**src/rtl/core_rrv_pipe_hazard_ctrl.sv**
```systemverilog
// core_rrv_pipe_hazard_ctrl: N-stage valid pipeline control with load-use scoreboard, fetch-shadow flush and multi-cycle execute FSM
module core_rrv_pipe_hazard_ctrl #(
  parameter int NUM_STAGES      = 5,
  parameter int LOAD_DATA_STAGE = 4,
  parameter int FETCH_LAT       = 2,
  parameter int MC_LAT          = 4,
  parameter int REG_ADDR_W      = 5
) (
  input  logic                  Clock,
  input  logic                  Rst,
  input  logic                  DMemReady,
  input  logic                  DecValidQ101H,
  input  logic [REG_ADDR_W-1:0] DecRs1Q101H,
  input  logic [REG_ADDR_W-1:0] DecRs2Q101H,
  input  logic                  DecRs1UsedQ101H,
  input  logic                  DecRs2UsedQ101H,
  input  logic [REG_ADDR_W-1:0] DecRdQ101H,
  input  logic                  DecRegWrEnQ101H,
  input  logic                  DecIsLoadQ101H,
  input  logic                  DecIsMcQ101H,
  input  logic                  FlushQ102H,
  output logic [NUM_STAGES:0]   Ready,
  output logic [NUM_STAGES-1:0] Valid,
  output logic                  KillQ101H,
  output logic                  LoadHazardQ101H,
  output logic                  McBusy,
  output logic                  RetireValid,
  output logic                  RegWrEnWb
);
  localparam int LH = LOAD_DATA_STAGE - 1;
  localparam int CW = 7;
  typedef enum logic {IDLE, BUSY} state_t;
  state_t state_q, state_d;
  logic [CW-1:0] mc_cnt_q, mc_cnt_d;
  logic [1:0] kill_cnt_q, kill_cnt_d;
  logic [NUM_STAGES:2] v_q, v_d, wr_q, wr_d;
  logic [LH:2] ld_q, ld_d;
  logic [REG_ADDR_W-1:0] rd_q [2:LH];
  logic [REG_ADDR_W-1:0] rd_d [2:LH];
  logic mc_q, mc_d;
  logic freeze, v1, hit, mc_entry, mc_hold;
  always_comb begin
    freeze = ~DMemReady;
    KillQ101H = ~Rst & (FlushQ102H | (kill_cnt_q != 2'd0));
    v1 = ~Rst & DecValidQ101H & ~KillQ101H;
    hit = 1'b0;
    for (int k = 2; k <= LH; k++)
      hit = hit | (v_q[k] & ld_q[k] &
            ((DecRs1UsedQ101H & (DecRs1Q101H != '0) & (DecRs1Q101H == rd_q[k])) |
             (DecRs2UsedQ101H & (DecRs2Q101H != '0) & (DecRs2Q101H == rd_q[k]))));
    LoadHazardQ101H = v1 & hit;
    McBusy = state_q == BUSY;
    mc_entry = ~McBusy & v_q[2] & mc_q & (MC_LAT > 1);
    mc_hold = McBusy ? (mc_cnt_q != '0) : mc_entry;
    Ready = {(NUM_STAGES + 1){~freeze}};
    Ready[2] = ~freeze & ~mc_hold;
    Ready[1] = Ready[2] & ~LoadHazardQ101H;
    Ready[0] = Ready[1];
    Valid = {v_q, v1};
    RetireValid = v_q[NUM_STAGES] & Ready[NUM_STAGES];
    RegWrEnWb = RetireValid & wr_q[NUM_STAGES];
    v_d[2] = Ready[1] ? v1 : Ready[2] ? 1'b0 : v_q[2];
    wr_d[2] = Ready[1] ? DecRegWrEnQ101H : wr_q[2];
    ld_d[2] = Ready[1] ? DecIsLoadQ101H : ld_q[2];
    rd_d[2] = Ready[1] ? DecRdQ101H : rd_q[2];
    mc_d = Ready[1] ? DecIsMcQ101H : mc_q;
    for (int k = 3; k <= NUM_STAGES; k++) begin
      v_d[k] = Ready[k-1] ? v_q[k-1] : Ready[k] ? 1'b0 : v_q[k];
      wr_d[k] = Ready[k-1] ? wr_q[k-1] : wr_q[k];
    end
    for (int k = 3; k <= LH; k++) begin
      ld_d[k] = Ready[k-1] ? ld_q[k-1] : ld_q[k];
      rd_d[k] = Ready[k-1] ? rd_q[k-1] : rd_q[k];
    end
    state_d = freeze ? state_q : McBusy ? ((mc_cnt_q == '0) ? IDLE : BUSY) : (mc_entry ? BUSY : IDLE);
    mc_cnt_d = freeze ? mc_cnt_q :
               McBusy ? ((mc_cnt_q == '0) ? mc_cnt_q : mc_cnt_q - CW'(1)) :
               mc_entry ? CW'(MC_LAT - 2) : mc_cnt_q;
    kill_cnt_d = freeze ? kill_cnt_q : FlushQ102H ? 2'(FETCH_LAT - 1) :
                 (kill_cnt_q != 2'd0) ? kill_cnt_q - 2'd1 : kill_cnt_q;
  end
  always_ff @(posedge Clock or posedge Rst)
    if (Rst) begin
      state_q <= IDLE;
      mc_cnt_q <= '0;
      kill_cnt_q <= '0;
      v_q <= '0;
      wr_q <= '0;
      ld_q <= '0;
      mc_q <= 1'b0;
      for (int k = 2; k <= LH; k++) rd_q[k] <= '0;
    end else begin
      state_q <= state_d;
      mc_cnt_q <= mc_cnt_d;
      kill_cnt_q <= kill_cnt_d;
      v_q <= v_d;
      wr_q <= wr_d;
      ld_q <= ld_d;
      mc_q <= mc_d;
      rd_q <= rd_d;
    end
  a_no_flush_on_mc: assert property (@(posedge Clock) disable iff (Rst) !(FlushQ102H && v_q[2] && mc_q));
endmodule

```
**config.mk**
```make
export PLATFORM = sky130hd
export DESIGN_NAME = core_rrv_pipe_hazard_ctrl
export DESIGN_NICKNAME = d
export VERILOG_FILES = /design/src/rtl/core_rrv_pipe_hazard_ctrl.sv
export SDC_FILE = /design/constraint.sdc
export NUM_CORES = 1
export LEC_CHECK = 0
export ABC_CLOCK_PERIOD_IN_PS = 3800
export BUFFER_PORTS_ARGS = -buffer_cell sky130_fd_sc_hd__buf_2
export CAP_MARGIN = 20
export CORE_ASPECT_RATIO = 0.8
export CORE_MARGIN = 5
export CORE_UTILIZATION = 53
export CTS_CLUSTER_DIAMETER = 80
export DETAILED_ROUTE_END_ITERATION = 8
export PLACE_DENSITY = 0.88
export SYNTH_ARGS = -nofsm -noshare
export SYNTH_HDL_FRONTEND = slang
export SYNTH_SLANG_ARGS = --single-unit
```
**constraint.sdc**
```tcl
create_clock -name Clock -period 3.8 [get_ports Clock]
set_clock_uncertainty 0.1 [all_clocks]
set_input_delay 0.95 -clock Clock [delete_from_list [all_inputs] [get_ports Clock]]
set_output_delay 0.95 -clock Clock [all_outputs]
set_load 0.01 [all_outputs]
```
Word-level counts from Yosys, hierarchy flattened

Cells that the tools add are included.

Register bits after elaboration: 31
Input bits: 25
Output and inout bits: 16
Logic and storage cells: 74

$add $sub $neg: 2
Equality and inequality tests: 5
Multiplexer cells: 13
Bitwise gates (word level): 29
Reduce and logical (&&, ||, !) cells: 11

Operator list:

| kind                                             | count |
|---|---|
| two-way mux 7 bit                                | 3 |
| AND 1 bit                                        | 20 |
| == test 5 bit                                    | 4 |
| nonzero test 2 bit                               | 5 |
| nonzero test 5 bit                               | 2 |
| two-way mux 1 bit                                | 8 |
| logical NOT 7 bit                                | 1 |
| nonzero test 7 bit                               | 1 |
| subtractor 7 x 1 -> 7 bit, second input constant | 1 |
| NOT 1 bit                                        | 5 |
| two-way mux 2 bit                                | 2 |
| bitwise OR 1 bit                                 | 4 |
| AND reduction 3 bit                              | 1 |
| != test 2 bit, second input constant             | 1 |
| AND reduction 2 bit                              | 1 |
| subtractor 2 x 1 -> 2 bit, second input constant | 1 |

Logic depth before layout (Yosys ltp)

Gate-level depths: netlist of run 1.

Depth in word-level cells: 10
Mapped depth: 10
Depth with buffers taken out: 8

Worst setup path after synthesis of run 1

No wires, ideal clock.

Kind: input-to-output
Start: in DecRs1Q101H[1]
End: out Ready[1]
Arrival time: 2.399 ns
Data required time: 2.750 ns
Path slack: 0.351 ns
Cell stages on the path: 7
Buffers on the path: 1
Path through: or4_1 > o21ai_1 > nor4_1 > o2111ai_1 > nand3_2 > inv_1 > buf_4

Longest elaborated chain between the ends: 9
Elaborated cells between the ends (all ways): 14
Classes of those cells: eq/ne: 2; bitwise: 11; reduce/logical: 1

RTL lines:

| item                    | RTL line | source |
|---|---|---|
| start: declaration      | 13       | `input logic [REG_ADDR_W-1:0] DecRs1Q101H,` |
| nonzero test 5 bit      | 49       | `((DecRs1UsedQ101H & (DecRs1Q101H != '0) & (DecRs1Q101H == rd_q[k])) \|` |
| AND 1 bit (2 in series) | 49       |  |
| bitwise OR 1 bit        | 49       |  |
| AND 1 bit               | 48       | `hit = hit \| (v_q[k] & ld_q[k] &` |
| bitwise OR 1 bit (*)    | 48       |  |
| AND 1 bit (*)           | 51       | `LoadHazardQ101H = v1 & hit;` |
| NOT 1 bit (*)           | 57       | `Ready[1] = Ready[2] & ~LoadHazardQ101H;` |
| AND 1 bit (*)           | 57       |  |
| end: declaration        | 22       | `output logic [NUM_STAGES:0] Ready,` |

Every way passes the cells marked *; elsewhere a longest branch is shown, timed or not.

Worst setup path in the final report of run 1

Ends and elaborated chain as after synthesis.

==> results of run 1 <==
worst max-delay path by stage:
stage,depth (start not counted),slack (ps),from,to
after floorplan,7,350,DecRs1Q101H[1],Ready[1]
after global placement,8,390,DecRs1Q101H[1],Ready[1]
after detailed placement,8,320,DecRs1Q101H[1],Ready[1]
after CTS,8,290,DecRs1Q101H[1],Ready[1]
after global routing,8,210,DecRs1Q101H[1],Ready[1]
final,8,300,DecRs1Q101H[1],Ready[1]
metrics by stage:
step / util / hold WS (ps)
finish: 0.663 / 398
global route: 0.663 / 423
CTS: 0.663 / 398
detailed placement: 0.631 / 389
global placement: 0.631 / 367
floorplan: - / 350
synthesized netlist by cell type (2+ instances only):
master                      instances  share of area
sky130_fd_sc_hd__a22o_1             5          0.025
sky130_fd_sc_hd__or3_1              5          0.018
sky130_fd_sc_hd__nand3_1            7          0.020
sky130_fd_sc_hd__ha_1               3          0.022
sky130_fd_sc_hd__nor3_1             3         0.0087
sky130_fd_sc_hd__or4_1              2         0.0087
sky130_fd_sc_hd__a21o_1             3          0.013
sky130_fd_sc_hd__dfrtp_1           31           0.45
sky130_fd_sc_hd__mux2_2            20           0.13
sky130_fd_sc_hd__o21ai_0            6          0.017
sky130_fd_sc_hd__clkbuf_1           3         0.0065
sky130_fd_sc_hd__inv_1              9          0.019
sky130_fd_sc_hd__nor2_1             8          0.017
sky130_fd_sc_hd__nor4_1             4          0.014
sky130_fd_sc_hd__xor2_1             8          0.040
sky130_fd_sc_hd__o2111ai_1          2          0.010
sky130_fd_sc_hd__xnor2_1           12          0.061
sky130_fd_sc_hd__nand2_1           11          0.024
sky130_fd_sc_hd__buf_4              5          0.022
cells in the final DEF (no fill, tap or decap), drive strengths merged:
| master | netlist | routed |
|---|---|---|
| a21boi | 1 | 1 |
| a21o | 3 | 3 |
| a21oi | 1 | 1 |
| a22o | 5 | 5 |
| and2 | 1 | 1 |
| and3 | 1 | 1 |
| buf | 6 | 45 |
| clkbuf | 3 | 8 |
| dfrtp | 31 | 31 |
| ha | 3 | 3 |
| inv | 9 | 9 |
| mux2 | 20 | 20 |
| mux2i | 1 | 1 |
| nand2 | 11 | 11 |
| nand3 | 8 | 8 |
| nor2 | 8 | 8 |
| nor3 | 3 | 3 |
| nor4 | 4 | 4 |
| nor4b | 2 | 2 |
| o2111ai | 2 | 2 |
| o21a | 1 | 1 |
| o21ai | 8 | 8 |
| o221ai | 1 | 1 |
| o22ai | 1 | 1 |
| o2bb2ai | 1 | 1 |
| or2 | 1 | 1 |
| or3 | 5 | 5 |
| or4 | 2 | 2 |
| xnor2 | 12 | 12 |
| xor2 | 8 | 8 |
power groups by stage:
stage          Combinational, mW  Sequential [mW]  Clock (mW)
2_1_floorplan              0.357            0.582           0
3_3_place_gp               0.422            0.612           0
3_5_place_dp               0.444            0.625           0
4_1_cts                    0.446            0.620       0.285
5_1_grt                    0.499            0.640       0.304
6_report                   0.438            0.619       0.279
sequential cells by signal, summed over array words and instances (netlist names):
name / cells
wr_q: 4
McBusy: 1
v_q: 4
mc_cnt_q: 7
rd_q: 10
ld_q: 2
kill_cnt_q: 2
mc_q: 1
per-layer routing:
metal,GRT usage,up-vias,part of all wire
li1,-,663,-
met5,0,-,0
met4,0.0672,0,0.013
met2,0.298,14,0.50
met3,0.0506,6,0.032
met1,0.213,647,0.45
layout make-up:
class                           instances  area share
Tap cell                               40      0.0243
Timing Repair Buffer                   45       0.115
Inverter                                9      0.0164
Multi-Input combinational cell        114       0.419
Sequential cell                        31       0.376
Clock buffer                            8      0.0485
cells by family (layout without fill, tap and decap cells):
family / Yosys count / in the layout
compound gates: 24 / 24
xor+xnor: 20 / 20
fa+ha+maj: 3 / 3
buf+inv: 18 / 62
flops: 31 / 31
mux: 21 / 21
simple gates: 46 / 46
worst reg2reg max path: stages, from the launching register on:
cell	delay, ps
sky130_fd_sc_hd__dfrtp_1	390
sky130_fd_sc_hd__inv_1	70
sky130_fd_sc_hd__ha_1	160
sky130_fd_sc_hd__inv_1	60
sky130_fd_sc_hd__nor4b_1	310
sky130_fd_sc_hd__buf_4	200
sky130_fd_sc_hd__o2111ai_1	150
sky130_fd_sc_hd__nand3_2	130
sky130_fd_sc_hd__buf_4	190
sky130_fd_sc_hd__mux2_2	350
==> metrics list, run 1 <==
- After clock tree synthesis, the flow added hold-fix buffers numbering 0.
- Required time worst endpoint: 2750 ps
- Detailed Route Iter0 Violations: 57
- The detailed router placed 1330 vias in this run.
- Setup repair after global routing missed its margin: false
* Final global-route overflow total: 0
* Class of the tightest hold or removal check: flip-flop to flip-flop
* Reg2Reg Setup Slack: 1580 ps
- Including well taps, the total number of placed cells is 239.
- Vias in the first global route: 1343
- Filler cell count in the final layout: 253
- The compound-cell area share of the yosys netlist was 0.0988.
- Clock group share of total power: 0.209
- Status: finished clean
- Max Root-Sink Buffers: 2
* Hpwl dp: 2.72 mm
- Max-cap violations in this run came to 0.
* Worst supply voltage drop on vdd: 0.433 mV
- Cell leakage power: 0.949 nW
* Detailed-router iteration count before antenna repair: 4
- Slowest cell on the critical path: sky130_fd_sc_hd__or4_1
- Count of final hold-check violations: 0
- For this run, the number of Yosys warnings is 0.
- Final setup fails: 0
- Die Ht: 61.2 microns
- Top_reg_cell synth: sky130_fd_sc_hd__dfrtp_1
- After the flow finishes, the layout carries non-filler instances totaling 247.
- Detail-routed via count per cell: 5.38
* Synthesized area per cell: 10.6 sq um
- Area of combinational cells with multiple inputs: 865 sq um
- The finished cells cover 0.00206 sq mm.
* Worst-path cell chain: buf_2 > or4_1 > o21ai_1 > nor4_1 > o2111ai_1 > nand3_2 > inv_1 > buf_2
- Entering global routing, the biggest net connects 32 pins.
* Worst-path maximum fanout: 3
- Routed wirelength normalized by instance count: 14.0 microns
* Clock net sink count: 31
* Critical R2R Launch: kill_cnt_q[0]
- Synthesis-stage register bit count: 31
- The tree is rooted in a sky130_fd_sc_hd__clkbuf_8.
- Die Area: 0.00452 sq mm
- The floorplan step set the die width to 74.0 microns.
* Maximum operating frequency: 286 MHz
- Inserted Clock Buffers: 5
* Antenna diodes: 0
* Register share of total power: 0.463
- The count of buffers added on input and output ports is 40.
- Type of element launching the critical path: input pin
- Dividing the final minimum period by the clock period gives 0.922.
- Area inside the core boundary: 0.00311 sq mm
- Of all flip-flops after synthesis, the portion carrying an async set or reset was 1.00.
- Start-to-end type of the worst setup path: input pin to output pin
- Internal power comes to 0.887 mW.
* Worst max-slew margin expressed relative to the limit: 0.705
- Power density normalized to cell area: 648 mW/mm^2
* Post_cts resized: 0
- Counting instances, the worst hold path has a depth of 1.
* Cells on worst reg2reg path: 9
- For the pin with the worst max-slew slack, the measured transition is 438 ps.
- Of the total synthesized cell area, the portion taken by XOR and XNOR cells is 0.101.
- Of the total synthesized cell area, the portion taken by full adders, half adders and majority gates is 0.0216.
- Aggregate global-route resource usage: 0.175
- For this run, the slowest stage of the critical path takes 530 ps.
- Area after DPL: 0.00196 sq mm
- Of the total synthesized cell area, the portion taken by AND, OR, NAND and NOR gates is 0.141.
- Measured against the total synthesized area, the mux share comes to 0.136.
- Logic pwr share: 0.328
- After layout, the minimum clock period comes to 3500 ps.
- The area growth from synthesis to layout is 18.9%.
- Insertion delay to the later sink of the worst-skew pair: 280 ps
- Overall power after layout: 1.34 mW
- CP bufs+invs: 3
- Share of synthesized area occupied by flip-flops and latches: 0.447
- Startpoint of the lowest-slack hold path: kill_cnt_q[0]
* Largest delay share family, worst path: simple AND/OR/NAND/NOR gates
* Combinational family with the most area after synthesis: simple AND/OR/NAND/NOR gates
- Kind of capture point of the worst setup path: output pin
* Setup TNS: 0 ps
* Standard-cell rows: 18
- Clock tree from TritonCTS: done
* Initial core utilization: 0.558
* Maximum level of the CTS H-tree: 2
- Post-Syn Instances: 163
* Initial antenna violation count: 0
* DRC: 0
- Setup slack on the critical path of the routed design comes to 297 ps.
- Synthesized cell area: 0.00173 sq mm
* Hold Path End: kill_cnt_q[0]
* Boundary pin count: 41
* Switching power: 0.449 mW
- The synthesized design contains 0 enable-type register cells.
* Switching share of total power: 0.336
- At the placement stage, the worst setup path has a slack of 315 ps.
* Number of nets in the synthesized netlist: 191
- Routability-driven placement finished with a final weighted congestion of 0.893.
- Unique cell type count in the Yosys netlist: 35
- Reg-to-reg critical path endpoint: ld_q[2]
* Arrival time at the worst endpoint: 2450 ps
* Layout cells sized above 1: 0.367
* Global-route wire length before repair: 5.95 mm
* Count of buffers added by post-CTS timing repair for setup: 0
- The routed design has 3.47 mm of wire.
* Number of nets still failing antenna checks after routing: 0
- Registers take 776 sq um.
* Net count reported at finish: 234
- Most frequent CP cell: sky130_fd_sc_hd__buf_2
* CTS clk-pin slew, worst paths: 60 ps
* Number of max-slew violations in the final report: 0
Note: power is estimated with default switching activity, not from simulation.
==> run 2, diff against run 1 <==
--- a/config.mk
+++ b/config.mk
@@ -15,2 +15,3 @@
 export DETAILED_ROUTE_END_ITERATION = 8
+export GPL_TIMING_DRIVEN = 0
 export PLACE_DENSITY = 0.88
==> constraint.sdc (replaced) <==
create_clock -name Clock -period 3.8 [get_ports Clock]
set_clock_uncertainty 0.1 [all_clocks]
set_input_delay 0.57 -clock Clock [delete_from_list [all_inputs] [get_ports Clock]]
set_output_delay 0.57 -clock Clock [all_outputs]
set_load 0.01 [all_outputs]
==> run 2 against run 1 <==
Final cell count grew 2.0%. Sequential power shrank 1%. Utilization grew 1.6 points. Sequential cell count is the same. Wire length grew 5.8%. Via count grew 3.8%. Largest power group unchanged. Clock power is essentially flat. Critical endpoint unchanged. Count of clock-buffer cells in the layout is the same. Combinational power grew 5.3%. Critical path depth grew 1. Non-clock buffer count grew 5. Cell area grew 2.4%.
==> metrics list, run 2 (synthesis results as in run 1) <==
* Cell leakage power: 0.973 nW (+2.5%)
- The clock-pin slew on the worst setup and hold paths is 60 ps (about the same).
* Power density normalized to cell area: 642 mW/mm^2 (-0.98%)
- Required time worst endpoint: 3130 ps (+380 ps)
- From synthesis to final layout, the design area changed by 21.8%.
- Number of I/O port buffers: 40 (unchanged)
* Worst max-slew margin expressed relative to the limit: 0.285 (-0.420)
- Sequential standard cell area: 776 sq um (unchanged)
- Boundary pin count: 41 (unchanged)
* Filler cell count in the final layout: 245 (-3.2%)
- Start-to-end type of the worst setup path: flip-flop to output pin
- The ratio of cells with drive above 1 in the final layout came to 0.368 (+0.000775).
- The max-capacitance violation count came to 0 (unchanged).
- Setup repair after global routing left no endpoint under its margin.
- The largest incremental delay on the critical path came to 910 ps (+380 ps).
* Max Root-Sink Buffers: 2 (unchanged)
- The fmax is 289 MHz (+1.1%).
* Maximum number of pins on one net before global-route repair: 21 (-34%)
- The all-layer global routing usage came to 0.179 (+0.00421).
- Most frequent CP cell: sky130_fd_sc_hd__inv_1
- DIE WIDTH: 74.0 microns (unchanged)
- The multi-input logic area came to 865 sq um (unchanged).
* Area inside the core boundary: 0.00311 sq mm (unchanged)
* Initial core utilization: 0.558 (unchanged)
- The deepest level of the CTS H-tree is 2 (unchanged).
* Via count of the routed design: 1381 (+3.8%)
- Critical R2R Launch: kill_cnt_q[0]
- The initial antenna violation count is 0 (unchanged).
- Worst supply voltage drop on vdd: 0.392 mV (-9.5%)
- The signal on the critical path passes through inv_1 > ha_1 > inv_1 > nor4b_1 > o2111ai_1 > nand3_2 > inv_1 > buf_4 > buf_2.
- Antenna diodes: 0 (unchanged)
- The number of buffers created by CTS is 5 (unchanged).
- Routed wire length: 3.67 mm (+5.8%)
- The row count was 18 (unchanged).
* Routed wirelength normalized by instance count: 14.6 microns (+3.7%)
- STA classifies the critical path endpoint as an output pin.
- The flow ran to the end, and the final reports show no timing, DRC or antenna violations.
* Post-CTS Hold Buffers: 0 (unchanged)
* Global-route wire length before repair: 6.04 mm (+1.6%)
- Worst-path maximum fanout: 9 (+6)
- Arrival time at the worst endpoint: 2800 ps (+350 ps)
- The number of iterations in the first detailed-routing pass came to 4 (unchanged).
- Insertion delay to the later sink of the worst-skew pair: 290 ps (about the same)
* Root Driver: sky130_fd_sc_hd__clkbuf_8
- The number of nets still failing antenna checks after routing came to 0 (unchanged).
* Clock tree from TritonCTS: done
- Count of buffers added by post-CTS timing repair for setup: 0 (unchanged)
- The hold violation total from the final report came to 0 (unchanged).
- The shortest period the worst path allows came to 3470 ps (-36.7 ps).
- STA classifies the critical path startpoint as a flip-flop.
- The register with the most flip-flops in the final layout is rd_q.
* Reg-to-reg critical path endpoint: rd_q[6]
* Most frequent standard cell in the layout excluding fill and tap cells: sky130_fd_sc_hd__buf_2
- The number of buffers and inverters on the critical path was 5 (+2).
* Clock net sink count: 31 (unchanged)
* Net count reported at finish: 239 (+2.1%)
- Largest delay share family, worst path: simple AND/OR/NAND/NOR gates
- The max-slew violation count was 0 (unchanged).
- The largest registers in the layout are rd_q (10), mc_cnt_q (7).
- The DRC marker count from the first detailed-route iteration came to 77 (+35%).
- Post-route worst hold slack: 236 ps (-162 ps)
* Slowest cell on the critical path: sky130_fd_sc_hd__nor4b_1
- Actual transition at the worst max-transition pin: 1060 ps (+619 ps)
- The final-report setup violation count was 0 (unchanged).
* Hpwl dp: 2.83 mm (+4.1%)
* Reg2Reg Setup Slack: 1050 ps (-530 ps)
- Die Area: 0.00452 sq mm (unchanged)
* Flip-flop count of the largest register, all copies and words added: 10 (unchanged)
* Placer Congestion: 0.804 (-10%)
- Vias in the first global route: 1373 (+2.2%)
- Setup TNS: 0 ps (unchanged)
- In the layout the commonest cells are sky130_fd_sc_hd__buf_2 (40), sky130_fd_sc_hd__dfrtp_1 (31), sky130_fd_sc_hd__mux2_2 (20).
* Die Ht: 61.2 microns (unchanged)
* Final worst path period share: 0.912 (-0.00967)
- The total global routing overflow came to 0 (unchanged).
- Post_cts resized: 0 (unchanged)
* Detail-routed via count per cell: 5.48 (+1.8%)
* DRC: 0 (unchanged)
- Class of the tightest hold or removal check: input pin to async pin
* Cells on worst reg2reg path: 7 (-2)
-- run 2: cell types whose count changed in the layout (fill, tap and decap cells not counted), sizes merged --
cell / change
clkbuf: +3
buf: +2
-- run 2: stage by stage --
step / total power [mW] / util / instances / cell area (sq um) / worst slack, ps
after global placement: 1.04 / 0.638 / 243 / 1980 / 745
after CTS: 1.36 / 0.680 / 252 / 2110 / 411
after detailed placement: 1.07 / 0.647 / 244 / 2010 / 732
after floorplan: 0.939 / - / 163 / 1730 / 1110
final: 1.36 / 0.680 / 252 / 2110 / 334
after global routing: 1.46 / 0.680 / 252 / 2110 / 228
-- run 2: worst max-delay path by stage --
stage	from	end	slack [ps]	depth (start not counted)
floorplan	DecRs1Q101H[1]	Ready[1]	1110	7
global placement	FlushQ102H	Ready[1]	750	7
detailed placement	FlushQ102H	Ready[1]	730	7
CTS	kill_cnt_q[0]	Ready[1]	410	9
global route	kill_cnt_q[0]	Ready[1]	230	9
finish	kill_cnt_q[0]	Ready[1]	330	9
-- run 2: power breakdown --
group	switching (mW)	leakage, nW	internal, mW
registers	0.141	0.362	0.471
clock network	0.117	0.0515	0.165
logic	0.204	0.560	0.257
-- run 2: metal layers --
layer,vias to the layer above,GRT usage,part of all wire
li1,667,-,-
met1,683,0.217,0.43
met2,24,0.294,0.51
met3,7,0.0653,0.043
met4,0,0.0724,0.015
met5,-,0,0
-- run 2: cell type report --
cell class	instances	area share
multi-input cells	114	0.409
flip-flops and latches	31	0.367
repair buffers	41	0.108
clock buffers	8	0.0474
plain buffers	9	0.0284
well taps	40	0.0237
inverters	9	0.0160
